## src/rtl/if_stage_ctrl.sv

```systemverilog
`default_nettype none
// ============================================================================
//  Module   : if_stage_ctrl
//  Purpose  : Instruction-fetch stage controller. Owns the PC and the IF/ID
//             pipeline register, runs a req/ack handshake to instruction
//             memory, absorbs load-use stalls through a one-entry skid
//             buffer, handles EX/MEM redirects (including redirects that
//             arrive while a request is still outstanding) and raises a
//             sticky error when memory does not answer in time.
//  Options  : IF_STAGE_CTRL_ALIGN_CHECK_EN - when defined, a misaligned
//             redirect target is reported through FETCH_ERR instead of
//             being silently word-aligned.
//  Revision : 1.0 - initial release
// ============================================================================
module if_stage_ctrl #(
    parameter logic [31:0] RESET_PC  = 32'h0000_0000,
    parameter int unsigned TIMEOUT   = 15,
    parameter logic [31:0] NOP_INSTR = 32'h0000_0000
) (
    input  logic        CLK,
    input  logic        RST,
    input  logic        EX_MEM_PCSrc,
    input  logic [31:0] EX_MEM_NPC,
    input  logic        HZ_STALL,
    input  logic        IMEM_ACK,
    input  logic [31:0] IMEM_RDATA,
    output logic        IMEM_REQ,
    output logic [31:0] IMEM_ADDR,
    output logic [31:0] PC,
    output logic [31:0] IF_ID_INSTR,
    output logic [31:0] IF_ID_NPC,
    output logic        IF_ID_VALID,
    output logic        FLUSH_ID,
    output logic        FETCH_ERR
);

    typedef enum logic [1:0] {
        S_BOOT  = 2'd0,
        S_FETCH = 2'd1,
        S_HOLD  = 2'd2,
        S_ERR   = 2'd3
    } state_t;

    // Last counter value before the timeout fires; reaching TIMEOUT idle
    // request cycles is detected one count early so ERR is entered on the
    // TIMEOUT-th edge.
    localparam logic [7:0]  TMO_LAST   = 8'(TIMEOUT - 1);
    localparam logic [31:0] PC_RST_VAL = RESET_PC & ~32'h3;

    state_t      state_q;
    logic [31:0] pc_q;
    logic        req_q;
    logic [31:0] instr_q;
    logic [31:0] npc_q;
    logic        valid_q;
    logic        flush_q;
    logic        err_q;
    logic [31:0] skid_instr_q;
    logic [31:0] skid_npc_q;
    logic        pend_q;
    logic [31:0] pend_tgt_q;
    logic [7:0]  tcnt_q;

    logic [31:0] pc_plus4;
    logic [31:0] redir_tgt;
    logic        redir_bad;

    // Sequential address, word-aligned redirect target and alignment fault.
    always_comb begin
        pc_plus4  = pc_q + 32'd4;
        redir_tgt = EX_MEM_NPC & ~32'h3;
`ifdef IF_STAGE_CTRL_ALIGN_CHECK_EN
        redir_bad = (EX_MEM_NPC[1:0] != 2'b00);
`else
        redir_bad = 1'b0;
`endif
    end

    // Fetch FSM: PC, handshake, IF/ID register, skid buffer, redirect and
    // timeout tracking. Redirect outranks stall; reset outranks everything.
    always_ff @(posedge CLK) begin
        if (!RST) begin
            state_q      <= S_BOOT;
            pc_q         <= PC_RST_VAL;
            req_q        <= 1'b0;
            instr_q      <= NOP_INSTR;
            npc_q        <= 32'h0;
            valid_q      <= 1'b0;
            flush_q      <= 1'b0;
            err_q        <= 1'b0;
            skid_instr_q <= 32'h0;
            skid_npc_q   <= 32'h0;
            pend_q       <= 1'b0;
            pend_tgt_q   <= 32'h0;
            tcnt_q       <= 8'd0;
        end else begin
            flush_q <= 1'b0;
            case (state_q)
                S_BOOT: begin
                    tcnt_q <= 8'd0;
                    if (EX_MEM_PCSrc) begin
                        flush_q <= 1'b1;
                        valid_q <= 1'b0;
                        instr_q <= NOP_INSTR;
                        if (redir_bad) begin
                            state_q <= S_ERR;
                            err_q   <= 1'b1;
                        end else begin
                            pc_q    <= redir_tgt;
                            state_q <= S_FETCH;
                            req_q   <= 1'b1;
                        end
                    end else begin
                        state_q <= S_FETCH;
                        req_q   <= 1'b1;
                    end
                end

                S_FETCH: begin
                    if (EX_MEM_PCSrc) begin
                        // Squash whatever is in IF/ID; any ack data this
                        // cycle belongs to the wrong path and is dropped.
                        flush_q <= 1'b1;
                        valid_q <= 1'b0;
                        instr_q <= NOP_INSTR;
                        if (redir_bad) begin
                            state_q <= S_ERR;
                            req_q   <= 1'b0;
                            err_q   <= 1'b1;
                            pend_q  <= 1'b0;
                            tcnt_q  <= 8'd0;
                        end else if (IMEM_ACK) begin
                            pc_q   <= redir_tgt;
                            pend_q <= 1'b0;
                            tcnt_q <= 8'd0;
                        end else begin
                            // Address must stay stable until the ack, so
                            // the target waits in the pending register.
                            pend_q     <= 1'b1;
                            pend_tgt_q <= redir_tgt;
                        end
                    end else if (IMEM_ACK) begin
                        tcnt_q <= 8'd0;
                        if (pend_q) begin
                            pc_q   <= pend_tgt_q;
                            pend_q <= 1'b0;
                        end else if (HZ_STALL) begin
                            skid_instr_q <= IMEM_RDATA;
                            skid_npc_q   <= pc_plus4;
                            pc_q         <= pc_plus4;
                            state_q      <= S_HOLD;
                            req_q        <= 1'b0;
                        end else begin
                            instr_q <= IMEM_RDATA;
                            npc_q   <= pc_plus4;
                            valid_q <= 1'b1;
                            pc_q    <= pc_plus4;
                        end
                    end

                    // Unanswered request cycle: count towards the timeout.
                    if (!IMEM_ACK && !(EX_MEM_PCSrc && redir_bad)) begin
                        if (tcnt_q == TMO_LAST) begin
                            state_q <= S_ERR;
                            req_q   <= 1'b0;
                            err_q   <= 1'b1;
                            valid_q <= 1'b0;
                            instr_q <= NOP_INSTR;
                            pend_q  <= 1'b0;
                            tcnt_q  <= 8'd0;
                        end else begin
                            tcnt_q <= tcnt_q + 8'd1;
                        end
                    end
                end

                S_HOLD: begin
                    tcnt_q <= 8'd0;
                    if (EX_MEM_PCSrc) begin
                        // Skid contents are discarded simply by not using them.
                        flush_q <= 1'b1;
                        valid_q <= 1'b0;
                        instr_q <= NOP_INSTR;
                        if (redir_bad) begin
                            state_q <= S_ERR;
                            err_q   <= 1'b1;
                        end else begin
                            pc_q    <= redir_tgt;
                            state_q <= S_FETCH;
                            req_q   <= 1'b1;
                        end
                    end else if (!HZ_STALL) begin
                        instr_q <= skid_instr_q;
                        npc_q   <= skid_npc_q;
                        valid_q <= 1'b1;
                        state_q <= S_FETCH;
                        req_q   <= 1'b1;
                    end
                end

                default: begin
                    // S_ERR: parked until reset.
                    req_q   <= 1'b0;
                    err_q   <= 1'b1;
                    valid_q <= 1'b0;
                    instr_q <= NOP_INSTR;
                    tcnt_q  <= 8'd0;
                end
            endcase
        end
    end

    assign IMEM_REQ    = req_q;
    assign IMEM_ADDR   = pc_q;
    assign PC          = pc_q;
    assign IF_ID_INSTR = instr_q;
    assign IF_ID_NPC   = npc_q;
    assign IF_ID_VALID = valid_q;
    assign FLUSH_ID    = flush_q;
    assign FETCH_ERR   = err_q;

endmodule
`default_nettype wire

```

## config.mk

```make
export PLATFORM = sky130hd
export DESIGN_NAME = if_stage_ctrl
export DESIGN_NICKNAME = d
export VERILOG_FILES = /design/src/rtl/if_stage_ctrl.sv
export SDC_FILE = /design/constraint.sdc
export NUM_CORES = 1
export LEC_CHECK = 0
export ABC_CLOCK_PERIOD_IN_PS = 2700
export CORE_AREA = 5 5 154 126
export CTS_BUF_LIST = sky130_fd_sc_hd__clkbuf_8
export DETAILED_ROUTE_END_ITERATION = 16
export DIE_AREA = 0 0 159 131
export PLACE_DENSITY = 0.79
export SETUP_SLACK_MARGIN = 0.3
export SLEW_MARGIN = 20
export SYNTH_ARGS = -nofsm -noshare
export SYNTH_HDL_FRONTEND = slang
export SYNTH_SLANG_ARGS = --single-unit
```

## constraint.sdc

```tcl
create_clock -name CLK -period 2.7 [get_ports CLK]
set_clock_uncertainty 0.15 [all_clocks]
set_input_delay 0.54 -clock CLK [delete_from_list [all_inputs] [get_ports CLK]]
set_output_delay 0.54 -clock CLK [all_outputs]
set_load 0.02 [all_outputs]
```

* After elaboration in Yosys (flattened, before gate mapping) *
Cells that the tools add are included.

operators by class
  add/subtract/negate cells = 2
  $mul = 0
  div/mod/pow operators = 0
  $lt $le $gt $ge = 0
  equality and inequality tests = 14
  shift operators = 0
  mux-type cells = 59
  bitwise operators = 6
  reductions and logical operators = 15

operators by type and width
  operator               number
  $mux 32                20
  $pmux 32 s2            2
  $pmux 32 s3            1
  $add 32x3->32 const B  1
  $mux 1                 24
  $ne 2x2->1 const B     9
  $mux 2                 8
  $reduce_and 3->1       3
  $add 8x1->8 const B    1
  $eq 8x4->1 const B     1
  $reduce_and 7->1       1
  $not 1->1              6
  $pmux 1 s3             2
  $pmux 2 s3             1
  $reduce_and 2->1       3
  $reduce_and 5->1       1
  $reduce_bool 2->1      2
  $reduce_or 4->1        1
  $ne 3x3->1 const B     1
  $reduce_bool 3->1      1
  $reduce_or 3->1        1
  $eq 2x1->1 const B     1
  $eq 2x2->1 const B     1
  $logic_not 2->1        1
  other kinds (3)        3

word-level totals
  register bits = 205
  bits in latches = 0
  bits in writable memories = 0
  memory bits (read-only) = 0
  input bits = 69
  output and inout port bits = 132
  logic and storage cells = 109
  memories kept = 0

* Depth between registers and ports, before layout *
Gate-level depths: netlist of the first run.

  depth after elaboration = 7
  gate-level depth with buffers = 10
  gate-level depth less buffers = 8

* Worst setup path before layout of the first run *
No wires, ideal clock.

  kind = register to register
  from = register pc_q[2], in the netlist IMEM_ADDR[2]
  to = register npc_q[26], in the netlist IF_ID_NPC[26]
  setup time = 0.117 ns
  data arrival time = 1.924 ns
  required time = 2.433 ns
  path slack = 0.509 ns
  stages on the path, launching flop included = 8
  path buffers = 0
  clock period less this slack = 2.191 ns
  cell sequence = dfxtp_1 -> ha_1 -> nand3_1 -> nor2_2 -> nand4_1 -> xor2_1 -> nand2_1 -> a32o_1

between the ends
  cells in the longest elaborated chain, start to end = 6

ends and longest elaborated chain
  what                    line  source
  from (decl)             51    logic [31:0] pc_q;
  from (signal assigned)  109   pc_q <= redir_tgt;
  from (signal assigned)  133   pc_q <= redir_tgt;
  from (signal assigned)  145   pc_q <= pend_tgt_q;
  $add 32x3->32           70    pc_plus4 = pc_q + 32'd4;
  $mux 32                 147   end else if (HZ_STALL) begin
  $mux 32                 144   if (pend_q) begin
  $mux 32                 142   end else if (IMEM_ACK) begin
  $mux 32                 120   if (EX_MEM_PCSrc) begin
  $pmux 32 s2             98    case (state_q)
  to (signal assigned)    155   npc_q <= pc_plus4;
  to (signal assigned)    194   npc_q <= skid_npc_q;
  to (decl)               54    logic [31:0] npc_q;

No other way between the ends. The select of a mux whose other input is x is not followed.
A chain may end at the register's enable or synchronous reset.

* Final worst setup path of the first run *
  from = register pc_q[14], in the netlist IMEM_ADDR[14]
  to = output IMEM_ADDR[14]

RTL lines
  what       line  source
  to (decl)  28    output logic [31:0] IMEM_ADDR,

No word-level cell between the ends.

==> qor.yml, run 1 <==
clocking:
  clkTransAtPathRegs_ns: 0.11
  cts_root_buffer: "clkbuf_8"
  h-tree-depth: 4
  cts_tree: "done"
  cts_buffer_depth: 2
  clk_latency_ns: 0.47
  clkSinkCount: 199
  numCtsBuffers: 17
layout:
  instances_no_fill: 1602
  nNetsFinal: 1435
  nFillCells: 1502
  syn_to_final_growth_pct: 28.8
  final_util_pct: 66.5
  drive_gt1_share_pct: 8.45
  register_area_um2: 3990
  n_antenna_cell: 0
  layout_commonest_cell: "nand2_1"
  final_cell_mix: "304 x nand2_1, 194 x dfxtp_1, 190 x clkdlybuf4s50_1"
  multi_input_area_um2: 4610
route:
  wl_met2_mm: 12.8
  firstDrtPassIters: 5
  drt_iter0_markers: 795
  wl_per_cell_um: 16.9
  met3_length_mm: 1.85
  vias_per_cell: 5.71
  drc: 0
  wl_mm: 27.1
  top_layer_used: "met4"
  ant_nets: 0
  wl_met1_mm: 12.0
  vias: 9147
critical_path:
  path_class: "reg -> out"
  crit_path_start_kind: "register"
  arrival_ns: 1.66
  r2r_setup_slack_ns: 0.37
  cp_data_required_time_ns: 2.01
  cp_slowest_cell: "clkdlybuf4s50_1"
  critPathMaxStageDelay_ns: 0.62
  crit_buf_inv: 2
  cp_max_fo: 7
  cp-end-kind: "primary output"
  crit_family: "buffers and inverters"
  cp_cell_sequence: "buf_4 > clkdlybuf4s50_1"
placement:
  gp_congestion: 0.880
  dpl.cell_count: 1568
  place_ws_ns: 0.0380
  portBuffers: 192
  dp_hpwl_mm: 18.4
run:
  max_cap_viol_count: 0
power:
  peakVddDrop_uv: 410
  powerDensity_nw_per_um2: 522
  p_leak_nw: 4.08
floorplan:
  die_w_um: 159
  start_util_pct: 51.7
  die_y_um: 131
  io_pins: 201
  die_area_um2: 20800
  rows: 44
  core_um2: 17800
sta:
  rsz0062_at_grt: "true"
  tightest_slew_ns: 0.507
  period_share_pct: 86.9
  setup_viol: 0
  finalSetupTns_ns: 0
  hold_slack_ns: 0.302
  period_needed_ns: 2.35
  slew_violations: 0
  relSlewSlack_pct: 66.0
  final_hold_viol_count: 0
  max_freq_ghz: 0.426
  fin_ws_ns: 0.354
grt:
  grt_pass1_wl_mm: 43.3
  grt_max_degree: 104
  antenna_found_initial: 0
  first_global_vias: 8537
  grt_overflow: 0
  grt_usage_pct: 25.0
logic_synthesis:
  synth_cell_types: 62
  synth-main-ff-cell: "dfxtp_1"
  synth-seq-cells: 199
  synth-edff-count: 0
  postSynthAreaPerCell_um2: 7.59
  syn_area_um2: 9190
  yosysSeqAreaShare_pct: 43.4
  synthCells: 1210
  synth-async-reset-ratio_pct: 0
  ys_warn_count: 0
hold_path:
  hp-class: "reg -> reg"
run_status:
  outcome: "finished, final reports clean"
==> final timing paths <==
check / startpoint / to / depth (start not counted)
min: IF_ID_NPC[4] / IF_ID_NPC[4] / 2
max: IMEM_ADDR[14] / IMEM_ADDR[14] / 2
max reg2reg: IMEM_ADDR[7] / IF_ID_NPC[31] / 8
min reg2reg: IF_ID_NPC[4] / IF_ID_NPC[4] / 2
==> logic make-up (layout without fill, tap and decap cells) <==
logic type               after synthesis  count (layout)  share of synthesized area [%]
multiplexers                           5               5                          0.545
adder cells (fa/ha/maj)                7               7                          0.953
buffers and inverters                137             294                           7.24
flip-flops                           199             199                           43.4
AO/OA/AOI/OAI                        362             362                           23.0
other                                  1               6                         0.0408
AND/OR/NAND/NOR                      466             466                           21.7
XOR/XNOR                              33              33                           3.15
==> Yosys cell counts, types with 4 or more instances <==
master	instances	area (um2)
a211oi_1	20	150
a21o_1	4	30.0
a21oi_1	177	886
a221oi_1	7	61.3
a22o_1	4	35.0
a22oi_1	7	52.6
a31oi_1	8	50.1
a32o_1	4	40.0
and2_1	6	37.5
and3_1	9	56.3
buf_1	7	26.3
buf_2	7	35.0
buf_4	38	285
clkbuf_1	70	263
dfxtp_1	199	3980
ha_1	7	87.6
inv_1	14	52.6
mux2i_1	5	50.1
nand2_1	304	1140
nand2b_1	6	37.5
nand3_1	41	205
nand4_1	9	56.3
nor2_1	61	229
nor3_1	10	50.1
o211a_1	7	70.1
o211ai_1	9	67.6
o21ai_0	83	415
o21ai_1	6	30.0
o221ai_1	4	35.0
xnor2_1	17	149
xor2_1	16	140
==> area by class of cell <==
class                      instances  share of cell area [%]
clock buffer                      18                    2.09
tap                              230                    2.43
timing repair buffer             247                    20.9
multi-input combinational        879                    39.0
inverter                          15                   0.529
clock inverter                    14                    1.35
sequential                       199                    33.7
==> sequential cells by signal (all words and copies together) (netlist names), 2 cells and up <==
signal and cells:
IF_ID_INSTR 32, state_q 2, skid_npc_q 30, skid_instr_q 32, IF_ID_NPC 30, tcnt_q 8, IMEM_ADDR 30, pend_tgt_q 30
==> what timing repair did <==
action | in CTS | in global routing
setup buffers | 0 | 2
setup endpoints to repair | 2 | 38
pin swaps | 0 | 1
resized for setup | 1 | 11
hold buffers | 0 | 0
==> worst reg2reg max path, stage by stage, from the launching register on <==
cell      delay (ns)
dfxtp_1         0.47
nand3_1         0.12
buf_4           0.18
nor4_4          0.25
buf_4           0.19
and3_1          0.28
and3_4          0.25
xnor2_1         0.18
o221ai_2        0.13
==> power by group <==
part           internal [mW]  switching [mW]  leakage (nW)
combinational          0.469           0.610          2.26
sequential              3.03          0.0890          1.62
clock                  0.872            1.11         0.204
total                   4.37            1.81          4.08
==> metrics by stage <==
stage	cell area, um2	power, mW
global route	11800	6.42
CTS	11800	6.20
floorplan	9210	3.78
detailed placement	11400	4.24
finish	11800	6.18
global placement	11400	4.23
==> routing by layer <==
layer  track usage, %  vias to the layer above
met1             33.7                     4311
met5                0                        -
met2             40.8                      373
met4             7.77                        0
met3             5.33                       43
li1                 -                     4420
Note: power is estimated with default switching activity, not from simulation.
==> inputs of run 2 (changes only) <==
- GPL_TIMING_DRIVEN: default -> 0
==> qor.yml, run 2 (same netlist as run 1, synthesis figures left out) <==
floorplan:
  io_pins: 201  # unchanged
  rows: 44  # unchanged
  die_y_um: 131  # unchanged
  start_util_pct: 51.7  # unchanged
  die_area_um2: 20800  # unchanged
  die_w_um: 159  # unchanged
  core_um2: 17800  # unchanged
critical_path:
  cp_slowest_cell: "dfxtp_2"
  crit_cells: 9  # +7
  crit_path_start_kind: "register"
  r2r_end: "IMEM_ADDR[20]"
  crit_family: "compound AO/OA/AOI/OAI gates"
  critPathMaxStageDelay_ns: 0.37  # -0.25 ns
  cp_max_fo: 10  # +3
  r2r_setup_slack_ns: 0.29  # -0.08 ns
  reg2reg_depth: 9  # +1
  crit_start: "state_q[0]"
  endpoint: "IMEM_ADDR[20]"
  reg2reg_from: "state_q[0]"
  cp_data_required_time_ns: 2.94  # +0.93 ns
  cp_cell_sequence: "inv_1 > ha_1 > nor3_4 > and2_1 > clkbuf_4 > a22oi_1 > a21oi_1 > nor2_1 > a311oi_2"
  path_class: "reg -> reg"
  arrival_ns: 2.64  # +0.98 ns
  cp-end-kind: "register"
  crit_buf_inv: 2  # unchanged
grt:
  busiest_layer: "met2"
  grt_overflow: 0  # unchanged
  antenna_found_initial: 0  # unchanged
  grt_pass1_wl_mm: 47.4  # +9.3%
  grtUsageMet1_pct: 39.3  # +5.6 points
  grt_use_met3_pct: 6.02  # +0.69 points
  grt_max_degree: 17  # -84%
  first_global_vias: 8993  # +5.3%
  grtUsageMet2_pct: 43.7  # +2.9 points
  grt_usage_pct: 28.1  # +3.1 points
sta:
  tightest_slew_ns: 0.829  # +0.321 ns
  max_freq_ghz: 0.415  # -2.6%
  relSlewSlack_pct: 44.8  # -21 points
  fin_ws_ns: 0.292  # -0.0625 ns
  final_hold_viol_count: 0  # unchanged
  period_needed_ns: 2.41  # +0.0625 ns
  setup_viol: 0  # unchanged
  slew_violations: 0  # unchanged
  period_share_pct: 89.2  # +2.3 points
  rsz0062_at_grt: "true"
  finalSetupTns_ns: 0  # unchanged
layout:
  instances_no_fill: 1672  # +4.4%
  n_antenna_cell: 0  # unchanged
  nNetsFinal: 1505  # +4.9%
  syn_to_final_growth_pct: 31.6
  final_cell_mix: "303 x nand2_1, 189 x clkdlybuf4s50_1, 177 x a21oi_1"
  layout_commonest_cell: "nand2_1"
  drive_gt1_share_pct: 11.6  # +3.1 points
  final_util_pct: 68.0  # +1.5 points
route:
  ant_nets: 0  # unchanged
  wl_per_cell_um: 18.3  # +8.3%
  vias: 9668  # +5.7%
  vias_per_cell: 5.78  # +1.3%
  drt_iter0_markers: 1126  # +42%
  firstDrtPassIters: 5  # unchanged
  drc: 0  # unchanged
  wl_mm: 30.6  # +13%
run:
  max_cap_viol_count: 0  # unchanged
clocking:
  clkTransAtPathRegs_ns: 0.10  # about the same
  clkSinkCount: 199  # unchanged
  hold_buffers: 0  # unchanged
  cts_root_buffer: "clkbuf_8"
  numCtsBuffers: 17  # unchanged
  cts_tree: "done"
  h-tree-depth: 4  # unchanged
  clk_latency_ns: 0.49  # +0.02 ns
  cts_buffer_depth: 2  # unchanged
placement:
  dpl.cell_count: 1635  # +4.3%
  portBuffers: 190  # -1.0%
  dp_hpwl_mm: 22.1  # +20%
  place_ws_ns: -0.478  # -0.516 ns
  gp_congestion: 0.933  # +6.0%
hold_path:
  min_path_cells: 2  # unchanged
  min_from: "IF_ID_NPC[9]"
  hp-class: "reg -> reg"
power:
  p_leak_nw: 4.21  # +3.3%
  peakVddDrop_uv: 328  # -20%
  powerDensity_nw_per_um2: 525  # +0.50%
run_status:
  outcome: "finished, final reports clean"
-- run 2: cell type report --
cell class                 instances  area, um2
tap                              230        288
timing repair buffer             194       1930
inverter                          15       56.3
multi-input combinational        880       4710
sequential                       199       4030
fill                            1507       5690
clock buffer                      20        275
buffer                           122        654
clock inverter                    12        151
-- run 2: what timing repair did --
action / in CTS / in global routing
resized for setup: 50 / 58
pin swaps: 2 / 3
hold endpoints to repair: 0 / 0
cloned: 1 / 0
buffers inserted: 2 / 2
setup endpoints to repair: 170 / 139
-- run 2: power breakdown --
part	internal, mW	total, mW	leakage (nW)	switching [mW]
sequential	3.03	3.15	1.63	0.119
clock	0.986	2.07	0.208	1.09
combinational	0.476	1.12	2.38	0.645
total	4.50	6.34	4.21	1.85
-- run 2: stage by stage --
| step | area [um2] | power, mW | hold WS, ns |
|---|---|---|---|
| after floorplan | 9210 | 3.78 | 0.283 |
| after global placement | 11400 | 4.25 | 0.291 |
| after detailed placement | 11400 | 4.27 | 0.296 |
| after CTS | 12000 | 6.29 | 0.308 |
| after global routing | 12100 | 6.56 | 0.316 |
| final | 12100 | 6.34 | 0.307 |
-- run 2: worst min path at each step --
stage | endpoint
floorplan | pend_tgt_q[10]
global placement | pend_tgt_q[26]
detailed placement | IF_ID_NPC[8]
CTS | IF_ID_NPC[6]
global route | IF_ID_NPC[9]
finish | IF_ID_NPC[9]
-- run 2: metal layers --
metal | wire, um | share of wire (%) | vias up
li1 | - | - | 4564
met1 | 13200 | 43 | 4478
met2 | 13400 | 44 | 562
met3 | 3240 | 11 | 64
met4 | 767 | 2.5 | 0
met5 | 0 | 0 | -
-- run 2: worst min-delay path: cells and delay by family (launching register included) --
kind	cells	cell delay, ns
flip-flops	1	0.32
AO/OA/AOI/OAI	1	0.05
AND/OR/NAND/NOR	1	0.05
==> inputs of run 3 (changes only) <==
- CAP_MARGIN: default -> 10
- GPL_ROUTABILITY_DRIVEN: default -> 1
==> results of run 3 <==
The final DEF is identical to that of run 2; final timing and power are the same.
